--- config.mk ---
export PLATFORM = sky130hd
export DESIGN_NAME = rv32_issue_scoreboard
export DESIGN_NICKNAME = d
export VERILOG_FILES = /design/src/rtl/rv32_issue_scoreboard.sv
export SDC_FILE = /design/constraint.sdc
export NUM_CORES = 1
export LEC_CHECK = 0
export ABC_AREA = 1
export ABC_CLOCK_PERIOD_IN_PS = 4900
export CORE_UTILIZATION = 52
export CTS_CLUSTER_SIZE = 20
export DETAILED_ROUTE_END_ITERATION = 7
export PLACE_DENSITY = 0.84
export SLEW_MARGIN = 20
export SYNTH_ARGS = -nofsm -noshare
export SYNTH_HDL_FRONTEND = slang
export SYNTH_SLANG_ARGS = --single-unit
export TNS_END_PERCENT = 10
--- constraint.sdc ---
create_clock -name clk -period 4.9 [get_ports clk]
set_input_delay 0.98 -clock clk [delete_from_list [all_inputs] [get_ports clk]]
set_output_delay 0.98 -clock clk [all_outputs]
set_load 0.005 [all_outputs]
--- src/rtl/rv32_issue_scoreboard.sv ---
// rv32_issue_scoreboard: holds decoded instructions back on RAW/WAW hazards and issues them through a one-entry buffer
module rv32_issue_scoreboard #(
  parameter int PEND_WIDTH   = 2,
  parameter int MAX_INFLIGHT = 8
) (
  input  logic                              clk,
  input  logic                              rst,
  input  logic                              in_valid,
  output logic                              in_ready,
  input  logic [31:0]                       in_inst,
  input  logic [4:0]                        in_rd,
  input  logic [4:0]                        in_rs1,
  input  logic [4:0]                        in_rs2,
  input  logic                              in_uses_rs1,
  input  logic                              in_uses_rs2,
  input  logic                              in_writes_rd,
  output logic                              out_valid,
  input  logic                              out_ready,
  output logic [31:0]                       out_inst,
  output logic [4:0]                        out_rd,
  output logic                              out_writes_rd,
  input  logic                              wb_valid,
  input  logic [4:0]                        wb_rd,
  input  logic                              flush,
  output logic [$clog2(MAX_INFLIGHT+1)-1:0] inflight_count
);
  localparam int CW = $clog2(MAX_INFLIGHT + 1);
  logic [PEND_WIDTH-1:0] cnt [32];
  logic [31:0] pend;
  logic wr_eff, wb_ret, hazard, full, acc;
  always_comb begin
    for (int i = 0; i < 32; i++)
      pend[i] = cnt[i] != '0 && !(wb_valid && wb_rd == 5'(i) && cnt[i] == PEND_WIDTH'(1));
    wr_eff   = in_writes_rd && in_rd != 5'd0;
    wb_ret   = wb_valid && wb_rd != 5'd0 && cnt[wb_rd] != '0;
    hazard   = (in_uses_rs1 && pend[in_rs1]) || (in_uses_rs2 && pend[in_rs2]) || (wr_eff && pend[in_rd]);
    full     = wr_eff && ((inflight_count - CW'(wb_ret)) >= CW'(MAX_INFLIGHT) || &cnt[in_rd]);
    in_ready = !rst && !flush && !hazard && !full && (!out_valid || out_ready);
    acc      = in_valid && in_ready;
  end
  always_ff @(posedge clk) begin
    if (rst) begin
      for (int i = 0; i < 32; i++) cnt[i] <= '0;
      inflight_count <= '0;
      out_valid      <= 1'b0;
      out_inst       <= '0;
      out_rd         <= '0;
      out_writes_rd  <= 1'b0;
    end else if (flush) begin
      for (int i = 0; i < 32; i++) cnt[i] <= '0;
      inflight_count <= '0;
      out_valid      <= 1'b0;
    end else begin
      for (int i = 1; i < 32; i++)
        cnt[i] <= cnt[i] + PEND_WIDTH'(acc && wr_eff && in_rd == 5'(i)) - PEND_WIDTH'(wb_ret && wb_rd == 5'(i));
      inflight_count <= inflight_count + CW'(acc && wr_eff) - CW'(wb_ret);
      if (acc) begin
        out_valid     <= 1'b1;
        out_inst      <= in_inst;
        out_rd        <= in_rd;
        out_writes_rd <= wr_eff;
      end else if (out_ready) begin
        out_valid <= 1'b0;
      end
    end
  end
endmodule

==> results.cfg <==
[routing]
postRouteAntennaNets = 0
drt_wl_total_mm = 31.3
avgRoutedWirePerCell_um = 17.2
drt_iter0_drc = 1002
routed_via_density = 5.44
drt_first_pass_iters = 7
vias = 9898
drc = 0

[critical_path]
crit_family = simple AND/OR/NAND/NOR gates
end_kind = register
crit_top_cell = nand2_1
cp.required_ns = 5.02
slowest_stage = clkdlybuf4s50_1
worstPathCellList = clkdlybuf4s50_1 > nand2_1 > inv_2 > nand2_1 > nand2_1 > nor2_1 > nor2_1 > nor2_1 > nand2_1 > nand3_1 > a21oi_1 > nand4_1 > nor2_2 > buf_4 > nand3_1 > ha_1 > inv_1 > ha_1 > xor2_1 > o21ai_0 > a21oi_1
path_buf_inv = 4
startpoint_type = input pin
arrival_ns = 4.63
timing_worst_setup_path_type = in2reg
max_stage_delay_ns = 0.76
critical_path.max_fanout = 8

[die]
fp.dieH_um = 135
die-area_mm2 = 0.0181
die_x_um = 135
rows = 48
initial_core_util = 0.531
ios = 105
core_mm2 = 0.0172

[timing]
fmax_mhz = 222
finalSetupTns_ns = 0
fin_worst_skew_ns = 0.0129
slew_headroom = 0.530
fin_crit_ns = 4.51
hold_violations = 0
tightest_slew_ns = 0.698
slew_violations = 0
rsz0062_at_grt = no
finalCritPeriodShare = 0.921
finalSetupViolCount = 0
fin_hold_ws_ns = 0.516
layout_setup_ws_ns = 0.388

[pwr]
power.share.switching = 0.344
power-per-cell-area_mw_per_mm2 = 212
switchingPower_uw = 824
clock_power_share = 0.327
power_frac_comb = 0.249
power_mw = 2.40
p_seq_frac = 0.424
ir_drop_v = 0.000175
p_int_mw = 1.57
power.leakage_nw = 5.90

[logic_synthesis]
synth_flop_cell = edfxtp_1
yosysWarnings = 0
netlist_area_mm2 = 0.00915
synthCells = 1408
synthArstFlopShare = 0
synth.top_cell.area_share = 0.197
yosys-top-cells-area = edfxtp_1 (20%), nand2_1 (12%), inv_1 (10%)
synth_edf_count = 60
syn_avg_cell_area_um2 = 6.50
seq_area_frac_synth = 0.295
synth_area_leader_cell = edfxtp_1
yosys_register_bits = 105
synth.distinct_cells = 34

[layout]
final_common_cell = nand2_1
layout-drive-gt1-share = 0.101
fin_util = 0.656
areaGrowthSynthToFinish_pct = 23.6
final_cell_mix = nand2_1 (295), inv_1 (248), nor2_1 (180)
diodes = 0
fin_nets = 1722

[global_route]
antenna_found_initial = 0
gr-total-overflow = 0
grt_max_degree = 41
track_usage = 0.351
grt_pass1_wl_mm = 48.5
grt_pass1_vias = 9159

[clock_network]
tritoncts = done
numCtsBuffers = 9
clockBufferDepth = 2
cts_htree_levels = 3
cts.clk_slew.worst_paths_ns = 0.09
post-cts-setup-buffer-count = 0
clock_tree.root_cell = clkbuf_16
clock_sinks = 105
clock_latency_ns = 0.38

[hold_path]
hp-class = reg2reg

[placed_design]
hpwl_mm = 23.7
post-place-ws_ns = -0.337
numPortBuffers = 104
gp_congestion = 1.02

[run_status]
status = finished clean

[job]
drv_cap = 0
sequential cells by signal, summed over array words and instances (netlist names):
name,flops
out_writes_rd,1
out_valid,1
cnt,62
out_inst,32
out_rd,5
inflight_count,4
tightest hold or removal path, cell delays in order (launching register included):
cell     delay (ns)
dfxtp_1        0.32
inv_1          0.05
nand2_1        0.04
inv_1          0.04
nor2_1         0.03
what timing repair did:
item	CTS	global route
gates resized for setup	7	6
pin swaps	0	1
setup endpoints to repair	1	4
gates cloned	0	0
hold buffers	0	0
synthesized netlist by cell type (33+ instances only):
cell	number
nand2_1	296
inv_1	249
nor2_1	182
nand3_1	146
ha_1	69
edfxtp_1	60
nand4_1	58
dfxtp_1	45
a21oi_1	44
o21ai_0	42
clkbuf_1	34
xor2_1	33
power by group through the flow:
| stage | clock network (mW) | logic [mW] | registers (mW) |
|---|---|---|---|
| after detailed placement | 0 | 0.578 | 1.03 |
| final | 0.784 | 0.597 | 1.01 |
| after global placement | 0 | 0.570 | 1.03 |
| after floorplan | 0 | 0.336 | 1.02 |
| after global routing | 0.817 | 0.652 | 1.02 |
| after CTS | 0.789 | 0.582 | 1.01 |
logic make-up (layout without fill, tap and decap cells):
kind of cell    after synthesis  in the layout  synth area share
compound gates              104            104            0.0612
xor+xnor                     34             34            0.0325
fa+ha+maj                    70             70            0.0965
buf+inv                     339            468             0.146
flops                       105            105             0.295
other cells                   1             60          0.000410
simple gates                755            755             0.369
per-stage QoR:
step                      instances  instance area, µm²
after floorplan                1467                9380
after global placement         1805               11000
after detailed placement       1805               11000
after CTS                      1821               11300
after global routing           1821               11300
final                          1821               11300
metal layers:
layer / vias to the layer above / track usage / part of all wire
met5: - / 0 / 0
met4: 0 / 0.165 / 0.040
met3: 81 / 0.0623 / 0.095
met2: 500 / 0.548 / 0.44
met1: 4521 / 0.469 / 0.42
li1: 4796 / - / -
layout make-up:
class | count | area [µm²]
Clock buffer | 9 | 225
Sequential cell | 105 | 2700
Tap cell | 225 | 282
Fill cell | 1521 | 5920
Clock inverter | 7 | 81.3
Timing Repair Buffer | 175 | 1630
Inverter | 277 | 1040
Multi-Input combinational cell | 1023 | 5360
final timing paths:
path | slack, ns | depth (start not counted) | end | start
worst max-delay path | 0.39 | 21 | cnt[6][1] | in_rd[0]
worst min-delay path | 0.52 | 4 | out_inst[30] | out_inst[30]
worst max register to register | 0.65 | 24 | cnt[6][1] | cnt[11][1]
worst min register to register | 0.52 | 4 | out_inst[30] | out_inst[30]
(Power assumes the default switching activity.)
